--- src/rtl/uart_pkg.sv ---
// Shared types for the count-to-UART transmitter.
package uart_pkg;

    localparam int unsigned UART_DATA_W = 8;

    typedef enum logic [1:0] {IDLE, START, DATA, STOP} uart_tx_state_t;

endpackage

--- src/rtl/uart_baud_gen.sv ---
// Bit-period timer: tick pulses for one cycle every CLKS_PER_BIT cycles.
module uart_baud_gen #(
    parameter int unsigned CLKS_PER_BIT = 87
) (
    input  logic clk,
    input  logic rst_n,
    input  logic restart,
    output logic tick
);

    localparam int unsigned CNT_W = (CLKS_PER_BIT > 1) ? $clog2(CLKS_PER_BIT) : 1;
    localparam logic [CNT_W-1:0] CNT_MAX = CNT_W'(CLKS_PER_BIT - 1);

    logic [CNT_W-1:0] cnt_q, cnt_d;

    assign tick = (cnt_q == CNT_MAX);

    always_comb begin
        cnt_d = cnt_q + 1'b1;
        if (restart || tick) begin
            cnt_d = '0;
        end
    end

    always_ff @(posedge clk) begin
        if (!rst_n) begin
            cnt_q <= '0;
        end else begin
            cnt_q <= cnt_d;
        end
    end

endmodule

--- src/rtl/uart_count_tx.sv ---
// 8N1/8N2 UART transmitter with a one-byte holding register ahead of the shifter.
module uart_count_tx
    import uart_pkg::*;
#(
    parameter int unsigned CLKS_PER_BIT = 87,
    parameter int unsigned STOP_BITS    = 1
) (
    input  logic                   clk,
    input  logic                   rst_n,
    input  logic [UART_DATA_W-1:0] in_data,
    input  logic                   in_valid,
    output logic                   in_ready,
    output logic                   tx,
    output logic                   busy
);

    if (CLKS_PER_BIT < 2) begin : g_bad_clks
        $error("uart_count_tx: CLKS_PER_BIT must be >= 2");
    end
    if (STOP_BITS != 1 && STOP_BITS != 2) begin : g_bad_stop
        $error("uart_count_tx: STOP_BITS must be 1 or 2");
    end

    localparam logic [2:0] LAST_DATA_IDX = 3'(UART_DATA_W - 1);
    localparam logic [2:0] LAST_STOP_IDX = 3'(STOP_BITS - 1);

    uart_tx_state_t         state_q, state_d;
    logic [UART_DATA_W-1:0] hold_q, hold_d;
    logic                   hold_full_q, hold_full_d;
    logic [UART_DATA_W-1:0] shift_q, shift_d;
    logic [2:0]             bit_idx_q, bit_idx_d;
    logic                   tx_q, tx_d;
    logic                   restart;
    logic                   tick;

    uart_baud_gen #(
        .CLKS_PER_BIT(CLKS_PER_BIT)
    ) u_baud (
        .clk    (clk),
        .rst_n  (rst_n),
        .restart(restart),
        .tick   (tick)
    );

    assign in_ready = ~hold_full_q;
    assign busy     = (state_q != IDLE) | hold_full_q;
    assign tx       = tx_q;

    always_comb begin
        state_d     = state_q;
        hold_d      = hold_q;
        hold_full_d = hold_full_q;
        shift_d     = shift_q;
        bit_idx_d   = bit_idx_q;
        tx_d        = tx_q;
        restart     = 1'b0;

        // Accept and drain are exclusive: accept needs hold empty, drain needs it full.
        if (in_valid && in_ready) begin
            hold_d      = in_data;
            hold_full_d = 1'b1;
        end

        unique case (state_q)
            IDLE: begin
                tx_d = 1'b1;
                if (hold_full_q) begin
                    shift_d     = hold_q;
                    hold_full_d = 1'b0;
                    restart     = 1'b1;
                    tx_d        = 1'b0;
                    state_d     = START;
                end
            end
            START: begin
                if (tick) begin
                    state_d   = DATA;
                    bit_idx_d = '0;
                    tx_d      = shift_q[0];
                end
            end
            DATA: begin
                if (tick) begin
                    if (bit_idx_q == LAST_DATA_IDX) begin
                        state_d   = STOP;
                        bit_idx_d = '0;
                        tx_d      = 1'b1;
                    end else begin
                        shift_d   = shift_q >> 1;
                        bit_idx_d = bit_idx_q + 3'd1;
                        tx_d      = shift_q[1];
                    end
                end
            end
            STOP: begin
                if (tick) begin
                    if (bit_idx_q != LAST_STOP_IDX) begin
                        bit_idx_d = bit_idx_q + 3'd1;
                    end else if (hold_full_q) begin
                        // Back-to-back frame: next start bit follows the last stop bit directly.
                        shift_d     = hold_q;
                        hold_full_d = 1'b0;
                        restart     = 1'b1;
                        tx_d        = 1'b0;
                        state_d     = START;
                    end else begin
                        tx_d    = 1'b1;
                        state_d = IDLE;
                    end
                end
            end
            default: begin
                tx_d    = 1'b1;
                state_d = IDLE;
            end
        endcase
    end

    always_ff @(posedge clk) begin
        if (!rst_n) begin
            state_q     <= IDLE;
            hold_q      <= '0;
            hold_full_q <= 1'b0;
            shift_q     <= '0;
            bit_idx_q   <= '0;
            tx_q        <= 1'b1;
        end else begin
            state_q     <= state_d;
            hold_q      <= hold_d;
            hold_full_q <= hold_full_d;
            shift_q     <= shift_d;
            bit_idx_q   <= bit_idx_d;
            tx_q        <= tx_d;
        end
    end

endmodule
--- config.mk ---
export PLATFORM = sky130hd
export DESIGN_NAME = uart_count_tx
export DESIGN_NICKNAME = d
export VERILOG_FILES = /design/src/rtl/uart_pkg.sv /design/src/rtl/uart_baud_gen.sv /design/src/rtl/uart_count_tx.sv
export SDC_FILE = /design/constraint.sdc
export NUM_CORES = 1
export LEC_CHECK = 0
export BUFFER_PORTS_ARGS = -buffer_cell sky130_fd_sc_hd__buf_2
export CAP_MARGIN = 20
export CELL_PAD_IN_SITES_DETAIL_PLACEMENT = 1
export CELL_PAD_IN_SITES_GLOBAL_PLACEMENT = 1
export CORE_ASPECT_RATIO = 1.75
export CORE_MARGIN = 2
export CORE_UTILIZATION = 40
export DETAILED_ROUTE_END_ITERATION = 6
export PLACE_DENSITY = 0.7
export SETUP_SLACK_MARGIN = 0.1
export SLEW_MARGIN = 20
export SYNTH_ARGS = -nofsm -noshare
export SYNTH_HDL_FRONTEND = slang
export SYNTH_SLANG_ARGS = --single-unit
--- constraint.sdc ---
create_clock -name clk -period 2.4 [get_ports clk]
set_clock_uncertainty 0.15 [all_clocks]
set_input_delay 0.24 -clock clk [delete_from_list [all_inputs] [get_ports clk]]
set_output_delay 0.24 -clock clk [all_outputs]
set_load 0.05 [all_outputs]
==> impl_metrics.py, run 1 <==
metrics = {
    "sta": {
        "finalHoldViolations": 0,
        "drv_slew": 0,
        "fin_setup_tns_ps": 0,
        "rsz0062_at_grt": "no",
        "finalCriticalPeriod_ps": 2110,
        "setup_viol": 0,
        "max_slew_margin_pct": 52.8,
        "tightest_slew_ps": 704,
        "finalCritPeriodShare_pct": 87.9,
        "max_freq_mhz": 474,
    },
    "yosys": {
        "synthDistinctLibCells": 40,
        "synthArstFlopShare_pct": 0,
        "synth_adder_area_share_pct": 8.33,
        "synth_xor_area_share_pct": 2.92,
        "synthCells": 158,
        "synthesis.nets": 179,
        "synth_top_family_by_area": "compound AO/OA/AOI/OAI gates",
        "yosysWarnings": 0,
        "yosysSeqAreaShare_pct": 40.0,
        "synth_compound_area_share_pct": 17.3,
        "synth-edff-count": 0,
        "netlist_area_um2": 1500,
        "synth_flop_cell": "dfxtp_1",
        "synth_seq_cells": 30,
        "avgSynthCellArea_um2": 9.50,
        "muxShareOfSynthArea_pct": 11.3,
        "synthSimpleGateAreaFrac_pct": 15.6,
    },
    "power_and_ir_drop": {
        "power_density_nw_per_um2": 1040,
        "cellLeakagePower_uw": 0.000679,
        "ir_drop_v": 0.000459,
    },
    "routing": {
        "viasPerCell": 5.40,
        "post-route-drc-count": 0,
        "num_vias": 1204,
        "wl_um": 3520,
        "routedWlPerCell_um": 15.8,
        "first_iter_violations": 11,
        "firstDrtPassIters": 4,
        "postRouteAntennaNets": 0,
    },
    "global_route": {
        "use_met3_pct": 4.40,
        "grt_pass1_wl_um": 5970,
        "grt_use_total_pct": 18.4,
        "grt_util_met2_pct": 34.9,
        "grt_use_met1_pct": 18.1,
        "antenna_found_initial": 0,
        "top_usage_layer": "met2",
        "grt_pass1_vias": 1312,
        "overflow": 0,
        "grt_max_degree": 12,
    },
    "cells_and_area": {
        "antenna-diode-count": 0,
        "nets": 197,
        "final_cells": 223,
        "fin_area_um2": 1720,
        "area_delta_synth_final_pct": 14.7,
        "fin_util_pct": 47.4,
        "drive_gt1_share_pct": 16.9,
    },
    "floorplanning": {
        "initial_core_util_pct": 41.4,
        "row_count": 29,
        "die_x_um": 50.3,
        "die_h_um": 85.1,
        "num_io_pins": 14,
        "core_region_area_um2": 3630,
        "dieArea_um2": 4280,
    },
    "clocking": {
        "cts.hold.buffers_added": 0,
        "cts_root_buffer": "clkbuf_8",
        "cts_buffers": 5,
        "numClockSinks": 30,
        "clkTransAtPathRegs_ps": 70,
        "clockBufferDepth": 2,
        "cts_tree": "done",
        "cts_max_level": 2,
        "clkLatencyLatePin_ps": 290,
        "cts.repair.resized": 0,
        "post_cts_buffers": 0,
    },
    "placement": {
        "placed_cells": 215,
        "gp_congestion": 0.779,
        "dpl_cell_area_um2": 1630,
        "io_buffers": 13,
        "dp_hpwl_um": 2700,
    },
    "critical_path": {
        "cp-start-kind": "flip-flop",
        "path_class": "flip-flop to flip-flop",
        "cp_max_fo": 8,
        "worstPathRequired_ps": 2460,
        "r2r-start": "state_q[0]$_SDFFE_PN0P_",
        "cp-end-kind": "flip-flop",
        "startpoint": "state_q[0]$_SDFFE_PN0P_",
        "rrSetupSlack_ps": 290,
        "crit_arrival_ps": 2170,
    },
    "run": {
        "maxCapViolCount": 0,
    },
    "run_status": {
        "status": "complete, no violations",
    },
    "min_path": {
        "hold_class": "input port to flip-flop",
        "worstHoldStart": "in_data[3]",
    },
}
## cells by family after synthesis
logic type	Yosys count
and+or+nand+nor	46
AOI/OAI and AO/OA	34
DFF	30
muxes	17
buffers and inverters	16
adders and majority gates	10
xor gates and xnor gates	5
## area by class of cell
class | count | area (µm²)
Fill cell | 443 | 1910
Sequential cell | 30 | 601
Timing Repair Buffer | 18 | 103
Clock buffer | 6 | 82.6
Clock inverter | 2 | 12.5
Multi-Input combinational cell | 112 | 832
Tap cell | 46 | 57.6
Inverter | 9 | 33.8
## placed cells by master (no fill, tap or decap), drive strengths merged, types with 5 or more instances in the layout
cell type and count:
inv 9, buf 18, mux2i 17, nand2 7, nor2 18, dfxtp 30
o21ai 5, o2bb2ai 8, clkbuf 6, ha 10
## registers in the layout, indices dropped and copies added (netlist names)
signal and count:
tx 1, state_q 2, shift_q 8, u_baud.cnt_q 7, bit_idx_q 3, hold_q 8
hold_full_q 1
## routing by layer
layer	vias up	routed length, µm	share of wire (%)
li1	595	-	-
met1	580	1360	39
met2	18	1980	56
met3	11	81	2.3
met4	0	99	2.8
met5	-	0	0
## final timing paths
path,cells past startpoint,end
max,7,shift_q[4]$_SDFFE_PN0P_
min,3,hold_q[3]$_SDFFE_PN0P_
max reg2reg,7,shift_q[4]$_SDFFE_PN0P_
min reg2reg,1,u_baud.cnt_q[0]$_SDFF_PP0_
## cell usage after synthesis (3+ instances only)
cell       number  area share (%)
a21oi_1         3             1.0
clkbuf_1        4             1.0
dfxtp_1        30              40
ha_1           10             8.3
inv_1           9             2.2
mux2i_1        17              11
nand2_1         7             1.8
nand2b_1        4             1.7
nand3_1         3             1.0
nor2_1         18             4.5
nor2b_1         4             1.7
o211ai_1        4             2.0
o21ai_0         5             1.7
o2bb2ai_1       8             4.7
xnor2_1         3             1.8
## metrics by stage
| step | hold slack [ps] | setup WS, ps | total power (µW) |
|---|---|---|---|
| global placement | 285 | 413 | 1340 |
| floorplan | 237 | 453 | 1170 |
| CTS | 42.1 | 288 | 1800 |
| global route | 49.9 | 121 | 1910 |
| detailed placement | 305 | 308 | 1370 |
| finish | 40.0 | 290 | 1790 |
## critical path: stages, from the launching register on
cell and delay (ps):
dfxtp_1 340, inv_1 130, ha_1 230, buf_4 180, nand2b_1 140, a21oi_1 70
a31oi_1 590, o2bb2ai_1 190
## where the power goes
group | leakage (µW) | switching [µW] | total [µW] | internal [µW]
Clock | 0.0000472 | 199 | 429 | 230
Sequential | 0.000245 | 67.0 | 638 | 571
Combinational | 0.000387 | 429 | 720 | 291
(Power assumes the default switching activity.)
==> run 2: changes to the inputs <==
--- a/config.mk
+++ b/config.mk
@@ -19,3 +19,4 @@
 export SYNTH_ARGS = -nofsm -noshare
 export SYNTH_HDL_FRONTEND = slang
 export SYNTH_SLANG_ARGS = --single-unit
+export TNS_END_PERCENT = 10
==> constraint.sdc (replaced) <==
create_clock -name clk -period 2.6 [get_ports clk]
set_clock_uncertainty 0.15 [all_clocks]
set_input_delay 0.26 -clock clk [delete_from_list [all_inputs] [get_ports clk]]
set_output_delay 0.26 -clock clk [all_outputs]
set_load 0.05 [all_outputs]
==> impl_metrics.py, run 2 (synthesized netlist as in run 1, its figures left out) <==
metrics = {
    "run_status": {
        "status": "complete, no violations",
    },
    "sta": {
        "max_slew_margin_pct": 53.1,
        "finalHoldViolations": 0,
        "max_freq_mhz": 488,
        "timing.final.ws_setup_ps": 553,
        "finalCriticalPeriod_ps": 2050,
        "fin_setup_tns_ps": 0,
        "drv_slew": 0,
        "tightest_slew_ps": 701,
        "finalCritPeriodShare_pct": 78.7,
        "setup_viol": 0,
        "rsz0062_at_grt": "no",
    },
    "min_path": {
        "min_path_cells": 3,
        "hold_class": "input port to flip-flop",
    },
    "clocking": {
        "cts.repair.resized": 0,
        "clockBufferDepth": 2,
        "cts_tree": "done",
        "clkLatencyLatePin_ps": 280,
        "cts_buffers": 5,
        "numClockSinks": 30,
        "post_cts_buffers": 0,
        "cts_max_level": 2,
        "cts_root_buffer": "clkbuf_8",
        "clkTransAtPathRegs_ps": 70,
        "cts.hold.buffers_added": 0,
    },
    "global_route": {
        "overflow": 0,
        "grt_pass1_wl_um": 5650,
        "grt_pass1_vias": 1235,
        "grt_max_degree": 14,
        "grt_use_total_pct": 17.5,
        "antenna_found_initial": 0,
    },
    "critical_path": {
        "cp_max_fo": 9,
        "crit_arrival_ps": 2110,
        "worst-path-buf-inv": 0,
        "worstPathRequired_ps": 2660,
        "slowest_stage": "o31ai_1",
        "path_class": "flip-flop to flip-flop",
        "path_cells": "nand4bb_1 -> o31ai_1 -> o21ba_2 -> mux2i_1",
        "cp-end-kind": "flip-flop",
        "cp-start-kind": "flip-flop",
        "r2r_cells": 4,
        "max_stage_delay_ps": 640,
        "cpLargestDelayFamily": "compound AO/OA/AOI/OAI gates",
        "crit_cells": 4,
    },
    "cells_and_area": {
        "nFillCells": 434,
        "most-common-layout-cells": "dfxtp_1, nor2_1, mux2i_1, buf_2, ha_1",
        "final_common_cell": "dfxtp_1",
        "drive_gt1_share_pct": 14.9,
        "final_cells": 220,
        "multi_input_area_um2": 832,
        "nets": 194,
        "area_delta_synth_final_pct": 12.9,
        "antenna-diode-count": 0,
        "fin_area_um2": 1700,
        "top_regs": "hold_q (8), shift_q (8), u_baud.cnt_q (7)",
        "regArea_um2": 601,
    },
    "run": {
        "maxCapViolCount": 0,
    },
    "placement": {
        "io_buffers": 13,
        "dpl_cell_area_um2": 1600,
        "gp_congestion": 0.780,
        "dpl_worst_slack_ps": 546,
        "placed_cells": 212,
        "dp_hpwl_um": 2670,
    },
    "routing": {
        "firstDrtPassIters": 3,
        "postRouteAntennaNets": 0,
        "post-route-drc-count": 0,
        "routedWlPerCell_um": 15.5,
        "num_vias": 1181,
        "viasPerCell": 5.37,
        "first_iter_violations": 15,
        "wl_um": 3410,
    },
    "floorplanning": {
        "core_region_area_um2": 3630,
        "row_count": 29,
        "die_h_um": 85.1,
        "dieArea_um2": 4280,
        "initial_core_util_pct": 41.4,
        "die_x_um": 50.3,
        "num_io_pins": 14,
    },
    "power_and_ir_drop": {
        "p_comb_share_pct": 39.9,
        "p_total_uw": 1620,
        "pwr-share-seq_pct": 36.4,
        "ir_drop_v": 0.000440,
        "netSwitchingPower_uw": 629,
        "power_density_nw_per_um2": 954,
        "cellLeakagePower_uw": 0.000665,
        "internal_power_uw": 989,
        "clock_power_share_pct": 23.7,
        "sw_frac_of_total_pct": 38.9,
    },
}
==> run 2: cell count changes in the layout (fill, tap and decap cells not counted), sizes merged <==
cell / delta
clkinvlp: -1
clkbuf: +1
buf: -3
==> run 2: power groups by stage <==
stage               sequential, µW  combinational (µW)  clock, µW
floorplan                      597                 487          0
global placement               595                 622          0
detailed placement             597                 648          0
CTS                            589                 652        399
global route                   598                 709        415
finish                         588                 646        384
==> run 2: path summary, 6_finish.rpt <==
check	start	endpoint	slack [ps]
setup / recovery	u_baud.cnt_q[3]$_SDFF_PP0_	bit_idx_q[1]$_SDFFE_PN0P_	550
hold / removal	in_data[5]	hold_q[5]$_SDFFE_PN0P_	70
setup reg to reg	u_baud.cnt_q[3]$_SDFF_PP0_	bit_idx_q[1]$_SDFFE_PN0P_	550
hold reg to reg	u_baud.cnt_q[0]$_SDFF_PP0_	u_baud.cnt_q[0]$_SDFF_PP0_	310
==> run 2: routing by layer <==
metal  global-route usage (%)  share of wire, %  wire length [µm]  vias up
met5                        0                 0                 0        -
met4                     7.37               1.6                55        0
met3                     4.05               2.5                86        7
met2                     32.1                56              1910       14
met1                     18.6                40              1360      570
li1                         -                 -                 -      590
==> run 2: cell type report <==
| type | instances | area share (%) |
|---|---|---|
| repair buffers | 15 | 4.72 |
| clock inverters | 1 | 0.295 |
| flip-flops and latches | 30 | 35.4 |
| multi-input cells | 112 | 49.1 |
| well taps | 46 | 3.39 |
| clock buffers | 7 | 5.09 |
| inverters | 9 | 1.99 |
==> run 2: per-stage QoR <==
step	util [%]	hold slack, ps
CTS	46.7	67.7
global placement	44.2	289
floorplan	-	257
global route	46.7	78.1
finish	46.7	72.8
detailed placement	44.2	294
==> run 2: tightest hold or removal path, stage by stage <==
cell,delay [ps]
buf_2,80
mux2i_1,60
nor2_1,70
